$ cat config.mk
export PLATFORM = sky130hd
export DESIGN_NAME = uart_rxd
export DESIGN_NICKNAME = d
export VERILOG_FILES = /design/src/rtl/uart_rxd.sv
export SDC_FILE = /design/constraint.sdc
export NUM_CORES = 1
export LEC_CHECK = 0
export BUFFER_PORTS_ARGS = -buffer_cell sky130_fd_sc_hd__buf_4
export CORE_UTILIZATION = 63
export CTS_BUF_LIST = sky130_fd_sc_hd__clkbuf_16
export DETAILED_ROUTE_END_ITERATION = 12
export PLACE_DENSITY = 0.83
export SLEW_MARGIN = 20
export SYNTH_ARGS = -nofsm -noshare
export SYNTH_HDL_FRONTEND = slang
export SYNTH_SLANG_ARGS = --single-unit
$ cat constraint.sdc
create_clock -name SYS_CLK -period 6.4 [get_ports SYS_CLK]
set_input_delay 0 -clock SYS_CLK [delete_from_list [all_inputs] [get_ports SYS_CLK]]
set_output_delay 0 -clock SYS_CLK [all_outputs]
set_load 0.02 [all_outputs]
$ cat src/rtl/uart_rxd.sv
// 8N1 UART receiver: synchronizes Rxd, recovers start/8 data/stop frames and
// presents each good byte with a one-cycle rx_done strobe.
module uart_rxd #(
  parameter int CLK_FREQ_HZ = 20_000_000,
  parameter int BAUD        = 256000
) (
  input  logic       SYS_CLK,
  input  logic       RST_N,
  input  logic       Rxd,
  output logic [7:0] data_out,
  output logic       rx_done,
  output logic       rx_busy,
  output logic       frame_err
);

  localparam int BAUD_DIV = CLK_FREQ_HZ / BAUD;
  localparam int HALF_DIV = BAUD_DIV / 2;
  localparam logic [15:0] BAUD_LAST = 16'(BAUD_DIV - 1);
  localparam logic [15:0] HALF_LAST = 16'(HALF_DIV - 1);

  typedef enum logic [1:0] {
    ST_IDLE  = 2'd0,
    ST_START = 2'd1,
    ST_DATA  = 2'd2,
    ST_STOP  = 2'd3
  } state_t;

  state_t      state_q, state_d;
  logic        rxd_sync1_q, rxd_sync2_q, rxd_prev_q;
  logic [15:0] baud_cnt_q, baud_cnt_d;
  logic [2:0]  bit_cnt_q, bit_cnt_d;
  logic [7:0]  shift_q, shift_d;
  logic [7:0]  data_out_q, data_out_d;
  logic        rx_done_q, rx_done_d;
  logic        frame_err_q, frame_err_d;
  logic        rx_busy_q, rx_busy_d;
  logic        rx_s;
  logic        fall_s;
  logic        tick_s;

  assign rx_s   = rxd_sync2_q;
  assign fall_s = rxd_prev_q & ~rxd_sync2_q;

  // Two-stage synchronizer plus edge-detect register, idling high.
  always_ff @(posedge SYS_CLK or negedge RST_N) begin
    if (!RST_N) begin
      rxd_sync1_q <= 1'b1;
      rxd_sync2_q <= 1'b1;
      rxd_prev_q  <= 1'b1;
    end else begin
      rxd_sync1_q <= Rxd;
      rxd_sync2_q <= rxd_sync1_q;
      rxd_prev_q  <= rxd_sync2_q;
    end
  end

  // Sample tick: half a bit into START, a full bit period in DATA/STOP.
  always_comb begin
    tick_s = 1'b0;
    case (state_q)
      ST_START: tick_s = (baud_cnt_q == HALF_LAST);
      ST_DATA:  tick_s = (baud_cnt_q == BAUD_LAST);
      ST_STOP:  tick_s = (baud_cnt_q == BAUD_LAST);
      default:  tick_s = 1'b0;
    endcase
  end

  // FSM state register.
  always_ff @(posedge SYS_CLK or negedge RST_N) begin
    if (!RST_N) begin
      state_q <= ST_IDLE;
    end else begin
      state_q <= state_d;
    end
  end

  // FSM next-state logic.
  always_comb begin
    state_d = state_q;
    case (state_q)
      ST_IDLE: begin
        if (fall_s) begin
          state_d = ST_START;
        end else begin
          state_d = ST_IDLE;
        end
      end
      ST_START: begin
        if (tick_s) begin
          // A start bit that is already high again at mid-bit is a glitch.
          state_d = rx_s ? ST_IDLE : ST_DATA;
        end else begin
          state_d = ST_START;
        end
      end
      ST_DATA: begin
        if (tick_s && (bit_cnt_q == 3'd7)) begin
          state_d = ST_STOP;
        end else begin
          state_d = ST_DATA;
        end
      end
      ST_STOP: begin
        if (tick_s) begin
          state_d = ST_IDLE;
        end else begin
          state_d = ST_STOP;
        end
      end
      default: state_d = ST_IDLE;
    endcase
  end

  // Baud counter, bit counter and shift register next-state.
  always_comb begin
    baud_cnt_d = baud_cnt_q;
    bit_cnt_d  = bit_cnt_q;
    shift_d    = shift_q;
    if ((state_q == ST_IDLE) || (state_d != state_q) || tick_s) begin
      baud_cnt_d = 16'd0;
    end else begin
      baud_cnt_d = baud_cnt_q + 16'd1;
    end
    if (state_q == ST_IDLE) begin
      bit_cnt_d = 3'd0;
    end else if ((state_q == ST_DATA) && tick_s) begin
      bit_cnt_d = bit_cnt_q + 3'd1;
      shift_d   = {rx_s, shift_q[7:1]};
    end else begin
      bit_cnt_d = bit_cnt_q;
      shift_d   = shift_q;
    end
  end

  // FSM outputs: strobes and data update on the edge that leaves STOP.
  always_comb begin
    rx_done_d   = 1'b0;
    frame_err_d = 1'b0;
    data_out_d  = data_out_q;
    rx_busy_d   = (state_d != ST_IDLE);
    if ((state_q == ST_STOP) && tick_s) begin
      rx_done_d   = rx_s;
      frame_err_d = ~rx_s;
      data_out_d  = rx_s ? shift_q : data_out_q;
    end else begin
      rx_done_d   = 1'b0;
      frame_err_d = 1'b0;
      data_out_d  = data_out_q;
    end
  end

  // Datapath and registered outputs.
  always_ff @(posedge SYS_CLK or negedge RST_N) begin
    if (!RST_N) begin
      baud_cnt_q  <= 16'd0;
      bit_cnt_q   <= 3'd0;
      shift_q     <= 8'h00;
      data_out_q  <= 8'h00;
      rx_done_q   <= 1'b0;
      frame_err_q <= 1'b0;
      rx_busy_q   <= 1'b0;
    end else begin
      baud_cnt_q  <= baud_cnt_d;
      bit_cnt_q   <= bit_cnt_d;
      shift_q     <= shift_d;
      data_out_q  <= data_out_d;
      rx_done_q   <= rx_done_d;
      frame_err_q <= frame_err_d;
      rx_busy_q   <= rx_busy_d;
    end
  end

  assign data_out  = data_out_q;
  assign rx_done   = rx_done_q;
  assign frame_err = frame_err_q;
  assign rx_busy   = rx_busy_q;

endmodule

==> key figures, run 1 <==
Hold path
  • Hold Crit Class: in2async

Finish
  • Fill cells: around 180
  • Final instance area: between 2000 and 2500 um2
  • Number of diodes: 0
  • Fraction of layout cells with a size suffix above 1: about a quarter
  • Storage element area: around 1100 um2
  • Multi-input logic area: about 790 um2
  • Layout Nets: 186
  • Final Non-Filler Cells: ~210
  • Area Growth Syn to Fin: 15.0%

Floorplan
  • IO Count: 14
  • Die height: 57.0 um
  • Initial core utilization: between 60% and 70%
  • Core Region: between 2000 and 3000 um2
  • Row Count: 19
  • Die X: about 57 um
  • Die ar.: between 3000 and 4000 um2

Logic synthesis
  • Sequential-to-total area share from yosys stat: 56.7%
  • Synth top area cells: dfrtp_1 (53%), mux2_2 (10%), xnor2_1 (5.1%)
  • Number of synthesized flops with an enable pin: 0
  • Post-Syn Area: roughly 1900 um2
  • Most frequent cells after synthesis: dfrtp_1 (40), nor2_1 (19), mux2_2 (17), xnor2_1 (11), nand3_1 (10)
  • Netlist cell types: 33
  • Avg Cell Area, Syn: roughly 12 um2
  • Synth Flop Type: dfrtp_1
  • Synth Warn #: 0
  • Synthesized instance count: 162
  • Yosys reg bits: between 40 and 50
  • Syn Nets: ~170
  • Synth area leader: dfrtp_1
  • Asr flop ratio synth: 100%
  • Yosys top cell area share: between 50% and 60%
  • Most frequent cell after synthesis: dfrtp_1

Job
  • # Max-Cap Violations: 0

Worst setup path
  • FF-to-FF setup slack: between 3000 and 4000 ps
  • Crit-path leading delay family: simple AND/OR/NAND/NOR gates
  • CP Depth: 4
  • Arr. time, crit path: approximately 2800 ps
  • CP Class: reg2reg
  • R2R depth: 4
  • Critical path startpoint category: register
  • Worst Setup End Kind: register
  • R2r endpoint: shift_q[6]
  • Reg-to-reg startpoint: state_q[1]
  • Worst-path fanout max: 15
  • Worst EP required: approximately 6600 ps
  • Slowest stage delay, CP: approximately 670 ps
  • Buf+Inv Stages, Crit Path: 0
  • Crit path cell chain: or4b_1, o22a_2, nor3_2, mux2_2
  • Slowest CP cell: nor3_2

Clock tree
  • Longest Clk Path Bufs: 2
  • CTS Buf Count: 5
  • Clk_lat worst skew: 290 ps
  • Clk slew on worst S/H paths: roughly 60 ps
  • H-tree levels: 2
  • CTS Sinks: between 40 and 50
  • CTS tree: done
  • Root buf cell: clkbuf_16

Placed design
  • Routability congestion estimate from global placement: 0.740
  • # port buffers: 13
  • Worst slack at placement: around 3800 ps
  • Dpl hpwl: approximately 2.3 mm
  • Area after DPL: a little over 2000 um2
  • Placed cells: ~200

Timing
  • Fin crit share: 40.7%
  • Slew @ Worst Pin: roughly 800 ps
  • Fmax: about 0.38 GHz
  • Final Hold Violating Endpoints: 0
  • Setup TNS: 0 ps
  • Min Tclk post-route: around 2600 ps
  • RSZ-0062 raised after global routing: no
  • Relative slew slack: between 40 and 50%
  • Setup violations, final: 0
  • Final Slew Violations: 0
  • Clk_skew: around 5.0 ps
  • Final worst slack: about 3800 ps

Power
  • Combinational share of power: between 15 and 20%
  • Pwr Density: about 330 nW/um2
  • Clock share of power: around 34%
  • Sw Share: between 30% and 40%
  • Int Pwr: slightly below 0.5 mW
  • Net Sw Power: 0.227 mW
  • Reg power frac: approximately 48%
  • Cell leakage power: roughly 1 nW
  • Worst IR Drop VDD: 0.000228 V

Global route
  • Vias in the first global route: between 1,000 and 1,500
  • Initial antenna violation count: 0
  • GRT Total Usage: between 20% and 30%
  • First-pass GRT wire length: around 6 mm
  • GRT Residual Overflow: 0
  • Pin count of the biggest net entering global routing: 44

Routing
  • Initial drt markers: 34
  • Vias post-DR: 1,262
  • DRC viols: 0
  • DRT antenna net count: 0
  • Pre-antenna DRT Iters: 4
  • Routed WL per cell: around 17 um
  • Routed wire length: 3.54 mm
  • DR vias/cell: a little under 6

Status
  • Outcome: finished, final reports clean
-- state kept, by name, summed over array words and instances (netlist names), 2 cells and up --
name        flops
baud_cnt_q     16
data_out        8
shift_q         8
bit_cnt_q       3
state_q         2
-- power groups by stage --
stage,sequential (mW),combinational [mW],clock (mW)
finish,0.345,0.127,0.248
global route,0.351,0.140,0.261
CTS,0.345,0.124,0.251
detailed placement,0.349,0.121,0
global placement,0.346,0.112,0
floorplan,0.333,0.0985,0
-- metrics by stage --
step           utilization [%]  hold WS, ps  total power, mW
3_5_place_dp              72.0         11.2            0.470
5_1_grt                   78.0          283            0.752
3_3_place_gp              72.0       -0.140            0.458
2_1_floorplan                -         -296            0.432
4_1_cts                   77.9          248            0.720
6_report                  78.0          234            0.720
-- layout by cell type (no fill, tap or decap), drive strengths merged --
cell type / n
mux2: 17
nand3: 10
o22ai: 1
dfrtp: 40
ha: 3
dfstp: 3
and4: 1
or2: 1
xor2: 3
clkbuf: 5
dlygate4sd3: 2
or4b: 1
and2: 3
nor2: 19
nand4b: 1
a21oi: 4
a21boi: 1
nand2b: 3
clkinv: 1
o22a: 1
clkinvlp: 2
buf: 13
xnor2: 11
o21ai: 3
nor3b: 2
nand2: 5
a311o: 3
inv: 4
and3: 2
nor3: 6
nand4: 5
nor4: 5
-- cell families after synthesis --
kind of cell,count (synthesis),share of synthesized area [%]
AND/OR/NAND/NOR,64,18.3
flip-flops,43,56.7
multiplexers,17,10.1
XOR/XNOR,14,6.44
AO/OA/AOI/OAI,13,4.67
buffers and inverters,8,1.84
adder cells (fa/ha/maj),3,1.97
-- what timing repair did --
item,CTS,global route
hold buffers,2,0
setup buffers,0,0
endpoints found under the hold margin,41,0
resized for setup,0,0
-- final cells by class --
type                    instances  area share (%)
flip-flops and latches         43            49.3
well taps                      31            1.77
clock buffers                   5            5.72
clock inverters                 3           0.915
inverters                       4           0.686
repair buffers                 15            5.37
multi-input cells             111            36.2
-- layer usage --
metal	vias to the layer above	part of all wire, %	track usage [%]
met3	7	3.9	8.39
met5	-	0	0
met4	0	2.5	12.2
met1	619	42	30.5
met2	28	51	40.7
li1	608	-	-
-- worst max path at each step --
stage / startpoint / endpoint / slack, ps
2_1_floorplan: state_q[1] / data_out[0] / 4370
3_3_place_gp: state_q[1] / shift_q[3] / 3910
3_5_place_dp: state_q[1] / shift_q[3] / 3820
4_1_cts: state_q[1] / baud_cnt_q[6] / 3810
5_1_grt: state_q[1] / shift_q[5] / 3690
6_report: state_q[1] / shift_q[6] / 3800
Note: power is estimated with default switching activity, not from simulation.
==> inputs of run 2 (changes only) <==
--- a/config.mk
+++ b/config.mk
@@ -6,10 +6,10 @@
 export NUM_CORES = 1
 export LEC_CHECK = 0
 export BUFFER_PORTS_ARGS = -buffer_cell sky130_fd_sc_hd__buf_4
-export CORE_UTILIZATION = 63
+export CORE_UTILIZATION = 58
 export CTS_BUF_LIST = sky130_fd_sc_hd__clkbuf_16
 export DETAILED_ROUTE_END_ITERATION = 12
-export PLACE_DENSITY = 0.83
+export PLACE_DENSITY = 0.77
 export SLEW_MARGIN = 20
 export SYNTH_ARGS = -nofsm -noshare
 export SYNTH_HDL_FRONTEND = slang
==> constraint.sdc (replaced) <==
create_clock -name SYS_CLK -period 2.5 [get_ports SYS_CLK]
set_input_delay 0 -clock SYS_CLK [delete_from_list [all_inputs] [get_ports SYS_CLK]]
set_output_delay 0 -clock SYS_CLK [all_outputs]
set_load 0.02 [all_outputs]
==> run 2 against run 1 <==
Against the previous run:
- critical path depth stayed put
- largest cell class unchanged
- worst hold slack better by 3.5 ps
- total power grew to 2.5 times the previous value
- clock skew is 0.80 ps lower
- clock power is 150% higher
- cell count is 7.5% higher
- final area is 1.5% higher
- first-iteration DRC count is 53% higher
==> key figures, run 2 (synthesis results as in run 1) <==
Timing
  • Relative slew slack: between 60% and 70%
  • Setup violations, final: 0
  • Final Hold Violating Endpoints: 0
  • Setup TNS: 0 ps
  • Min Tclk post-route: 2180 ps
  • Final Slew Violations: 0
  • Clk_skew: ~4.2 ps
  • Slew @ Worst Pin: about 510 ps
  • Fin crit share: between 80% and 90%
  • RSZ-0062 raised after global routing: no
  • Fmax: ~0.46 GHz

Floorplan
  • IO Count: 14
  • Initial core utilization: 61.8%
  • Core Region: between 3000 and 4000 um2
  • Die X: roughly 60 um
  • Row Count: 20
  • Die ar.: approximately 3500 um2
  • Die height: around 59 um

Routing
  • Initial drt markers: 52
  • DR vias/cell: 5.56
  • Vias post-DR: roughly 1,300
  • Routed WL per cell: between 10 and 15 um
  • Routed wire length: around 3.3 mm
  • DRT antenna net count: 0
  • Pre-antenna DRT Iters: 4
  • DRC viols: 0

Power
  • Int Pwr: approximately 1.3 mW
  • Reg power frac: 48.1%
  • Worst IR Drop VDD: around 0.00057 V
  • Combinational share of power: ~18%
  • Sw Share: just over 30%
  • Pwr Density: just over 800 nW/um2
  • Cell leakage power: roughly 1.0 nW
  • Clock share of power: roughly a third
  • Net Sw Power: between 0.5 and 0.6 mW

Clock tree
  • Clk_lat worst skew: between 200 and 300 ps
  • CTS tree: done
  • CTS Sinks: 43
  • H-tree levels: 2
  • Root buf cell: clkbuf_16
  • CTS Buf Count: 5
  • Clk slew on worst S/H paths: approximately 60 ps
  • Longest Clk Path Bufs: 2

Worst setup path
  • Slowest stage delay, CP: roughly 560 ps
  • Worst EP required: around 2700 ps
  • Worst Setup End Kind: register
  • Crit path cell chain: or4b_1, o22a_2, nor3_4, mux2_2
  • CP Class: reg2reg
  • FF-to-FF setup slack: ~320 ps
  • Worst-path fanout max: 9
  • Arr. time, crit path: around 2400 ps
  • Slowest CP cell: or4b_1
  • Critical path startpoint category: register
  • R2R depth: 4

Placed design
  • # port buffers: 13
  • Routability congestion estimate from global placement: 0.767
  • Area after DPL: about 2100 um2
  • Dpl hpwl: 2.21 mm

Global route
  • Pin count of the biggest net entering global routing: 44
  • First-pass GRT wire length: 5.75 mm
  • Initial antenna violation count: 0
  • Vias in the first global route: about 1,300
  • GRT Total Usage: a little under a quarter
  • GRT Residual Overflow: 0

Finish
  • Area Growth Syn to Fin: 16.7%
  • Layout Nets: roughly 190
  • Final instance area: roughly 2200 um2
  • Fill cells: 238
  • Max reg flops: 16
  • Commonest cells after routing, fill and taps aside: dfrtp_1 (40), nor2_1 (19), mux2_2 (17), buf_4 (16), xnor2_1 (11)
  • Fraction of layout cells with a size suffix above 1: between 20 and 30%
  • Largest reg by FF count: baud_cnt_q
  • Number of diodes: 0
  • Commonest non-fill, non-tap cell in the layout: dfrtp_1

Hold path
  • Hold Crit Class: in2async

Job
  • # Max-Cap Violations: 0

Status
  • Outcome: finished, final reports clean
==> run 2: changes by cell type in the layout (fill, tap and decap cells not counted) <==
cell        change
o21ai_2         -1
clkinvlp_4      -2
buf_4           +3
o21ai_1         +1
inv_1           +1
clkinv_4        +1
==> run 2: critical path: cells and delay by family, from the launching register on <==
family	cells	cell delay, ps
compound gates	1	270
simple gates	2	970
mux	1	390
flops	1	430
==> run 2: cell type report <==
cell class	instances	area [um2]	area share [%]
timing repair buffer	18	140	6.31
clock buffer	5	125	5.63
tap	44	55.1	2.48
sequential	43	1080	48.6
clock inverter	3	17.5	0.789
inverter	4	15.0	0.676
multi-input combinational	111	788	35.5
==> run 2: path summary, 6_finish.rpt <==
check / start / endpoint
setup / recovery: baud_cnt_q[3] / data_out[3]
hold / removal: RST_N / baud_cnt_q[1]
setup reg to reg: baud_cnt_q[3] / data_out[3]
hold reg to reg: rxd_sync1_q / rx_s
max in group asynchronous: RST_N / rxd_sync1_q
min in group SYS_CLK: rxd_sync1_q / rx_s
==> run 2: timing repair <==
item / in CTS / in global routing
hold buffers: 2 / 0
setup buffers: 0 / 0
endpoints found under the hold margin: 41 / 0
gates resized for setup: 0 / 0
==> run 2: routing by layer <==
metal  up-vias  track usage, %  routed length (um)
li1        614               -                   -
met1       621            28.5                1460
met2        25            36.6                1680
met3         8            6.55                 139
met4         0            12.2                  72
met5         -               0                   0
==> run 2: power groups by stage <==
stage	Combinational, mW	Clock, mW	Sequential, mW
after detailed placement	0.331	0	0.882
after floorplan	0.252	0	0.854
after CTS	0.336	0.628	0.879
after global routing	0.383	0.649	0.890
final	0.332	0.617	0.879
after global placement	0.312	0	0.878
==> run 2: per-stage QoR <==
stage / setup WS (ps) / hold WS (ps) / utilization [%] / power (mW) / cells
after floorplan: 474 / -296 / - / 1.11 / 162
after global placement: 376 / 3.75 / 66.9 / 1.19 / 218
after detailed placement: 326 / 13.0 / 66.9 / 1.21 / 218
after CTS: 307 / 256 / 72.2 / 1.84 / 228
after global routing: 221 / 294 / 72.2 / 1.92 / 228
final: 319 / 238 / 72.2 / 1.83 / 228
==> inputs of run 3 (changes only) <==
--- a/config.mk
+++ b/config.mk
@@ -6,10 +6,10 @@
 export NUM_CORES = 1
 export LEC_CHECK = 0
 export BUFFER_PORTS_ARGS = -buffer_cell sky130_fd_sc_hd__buf_4
-export CORE_UTILIZATION = 58
+export CORE_UTILIZATION = 63
 export CTS_BUF_LIST = sky130_fd_sc_hd__clkbuf_16
 export DETAILED_ROUTE_END_ITERATION = 12
-export PLACE_DENSITY = 0.77
+export PLACE_DENSITY = 0.83
 export SLEW_MARGIN = 20
 export SYNTH_ARGS = -nofsm -noshare
 export SYNTH_HDL_FRONTEND = slang
==> constraint.sdc (replaced) <==
create_clock -name SYS_CLK -period 2.7 [get_ports SYS_CLK]
set_input_delay 0 -clock SYS_CLK [delete_from_list [all_inputs] [get_ports SYS_CLK]]
set_output_delay 0 -clock SYS_CLK [all_outputs]
set_load 0.02 [all_outputs]
==> run 3 against run 2 <==
Against the previous run:
- via count grew 2.9%
- worst hold slack gained 7.0 ps
- wire length grew 5.1%
- global-route usage grew 1.8 points
- utilization grew 6.3 points
- total power shrank 7.4%
- non-clock buffer count is the same
- critical path type unchanged
- critical endpoint is now shift_q[1]
==> key figures, run 3 (synthesis results as in run 1) <==
Status
  • Outcome: finished, final reports clean

Finish
  • Area Growth Syn to Fin: 15.6%
  • Largest reg by FF count: baud_cnt_q
  • Final Util: ~80%
  • Fill cells: between 150 and 200
  • Number of diodes: 0
  • Fraction of layout cells with a size suffix above 1: 25.0%
  • Layout Nets: 189
  • Commonest cells after routing, fill and taps aside: dfrtp_1 (40), nor2_1 (19), mux2_2 (17), buf_4 (16), xnor2_1 (11)
  • Commonest non-fill, non-tap cell in the layout: dfrtp_1
  • Max reg flops: 16

Timing
  • Slew @ Worst Pin: ~520 ps
  • Final Slew Violations: 0
  • Setup TNS: 0 ps
  • Fin crit share: between 80% and 90%
  • Final worst slack: ~450 ps
  • Setup violations, final: 0
  • Clk_skew: roughly 4.0 ps
  • RSZ-0062 raised after global routing: no
  • Final Hold Violating Endpoints: 0
  • Fmax: around 0.44 GHz
  • WHS: roughly 240 ps
  • Min Tclk post-route: 2250 ps
  • Relative slew slack: around two thirds

Worst setup path
  • Critical path startpoint category: register
  • Worst EP required: between 2000 and 3000 ps
  • Critical Path Start: baud_cnt_q[3]
  • Worst-path fanout max: 8
  • Slowest stage delay, CP: between 500 and 600 ps
  • Arr. time, crit path: about 2400 ps
  • Crit path cell chain: or4b_1, o22a_2, nor3_2, buf_4, mux2_2
  • CP Class: reg2reg
  • Slowest CP cell: or4b_1
  • Reg-to-reg startpoint: baud_cnt_q[3]
  • Worst Setup End Kind: register

Routing
  • Initial drt markers: 46
  • DRT antenna net count: 0
  • Routed wire length: about 3.5 mm
  • DR vias/cell: a little over 6
  • Vias post-DR: between 1,000 and 1,500
  • DRC viols: 0
  • Routed WL per cell: 16.4 um
  • Pre-antenna DRT Iters: 4

Clock tree
  • Root buf cell: clkbuf_16
  • PostCTS Resize Cnt: 0
  • Post-CTS Hold Buffers: 2
  • Number of setup buffers added after CTS: 0
  • Clk_lat worst skew: 280 ps
  • CTS Buf Count: 5
  • H-tree levels: 2
  • Longest Clk Path Bufs: 2
  • CTS tree: done
  • Clk slew on worst S/H paths: about 60 ps
  • CTS Sinks: 43

Floorplan
  • IO Count: 14
  • Die height: 57.0 um
  • Die ar.: ~3200 um2
  • Initial core utilization: a little under 70%
  • Row Count: 19
  • Core Region: 2810 um2
  • Die X: 57.0 um

Placed design
  • Routability congestion estimate from global placement: 0.783
  • # port buffers: 13
  • Dpl hpwl: roughly 2.4 mm
  • Worst slack at placement: 467 ps

Power
  • Pwr Density: between 700 and 800 nW/um2
  • Worst IR Drop VDD: between 0.0007 and 0.0008 V
  • Cell leakage power: around 1.0 nW

Job
  • # Max-Cap Violations: 0

Global route
  • First-pass GRT wire length: between 6 and 7 mm
  • Initial antenna violation count: 0
  • GRT Residual Overflow: 0
  • Vias in the first global route: around 1,300
  • GRT Total Usage: between 20% and 30%
  • Pin count of the biggest net entering global routing: 44

Hold path
  • Hold Crit Class: in2async
[run 3: routing by layer]
layer / GRT usage [%] / part of all wire [%] / vias to the layer above
li1: - / - / 619
met1: 31.5 / 44 / 644
met2: 40.0 / 50 / 31
met3: 8.16 / 4.0 / 11
met4: 9.41 / 2.4 / 0
met5: 0 / 0 / -
[run 3: per-stage QoR]
step           cells  cell area, um2  total power [mW]
2_1_floorplan    162            1900              1.02
3_3_place_gp     205            2040              1.10
3_5_place_dp     205            2040              1.12
4_1_cts          215            2200              1.70
5_1_grt          215            2200              1.77
6_report         215            2200              1.69
[run 3: worst max-delay path, delay by kind of cell, from the launching register on]
kind | cells | cell delay, ps
DFF | 1 | 430
buffers and inverters | 1 | 230
and+or+nand+nor | 2 | 850
AOI/OAI and AO/OA | 1 | 270
muxes | 1 | 350
[run 3: layout make-up]
cell class              instances  area [um2]  area share [%]
flip-flops and latches         43        1080            49.1
multi-input cells             111         788            35.8
repair buffers                 18         140            6.37
clock buffers                   5         125            5.69
well taps                      31        38.8            1.76
inverters                       4        15.0           0.683
clock inverters                 3        12.5           0.569
[run 3: worst paths after layout]
check / to / slack [ps] / depth (start not counted)
min reg2reg: rx_s / 360 / 0
max reg2reg: shift_q[1] / 450 / 5
min: baud_cnt_q[9] / 240 / 2
min in group SYS_CLK: rx_s / 360 / 0
max: shift_q[1] / 450 / 5
max in group asynchronous: rxd_prev_q / 2080 / 2
[run 3: report_power, final]
part / internal [mW] / switching, mW / total (mW)
logic: 0.127 / 0.190 / 0.317
clock network: 0.334 / 0.234 / 0.568
registers: 0.712 / 0.0950 / 0.807
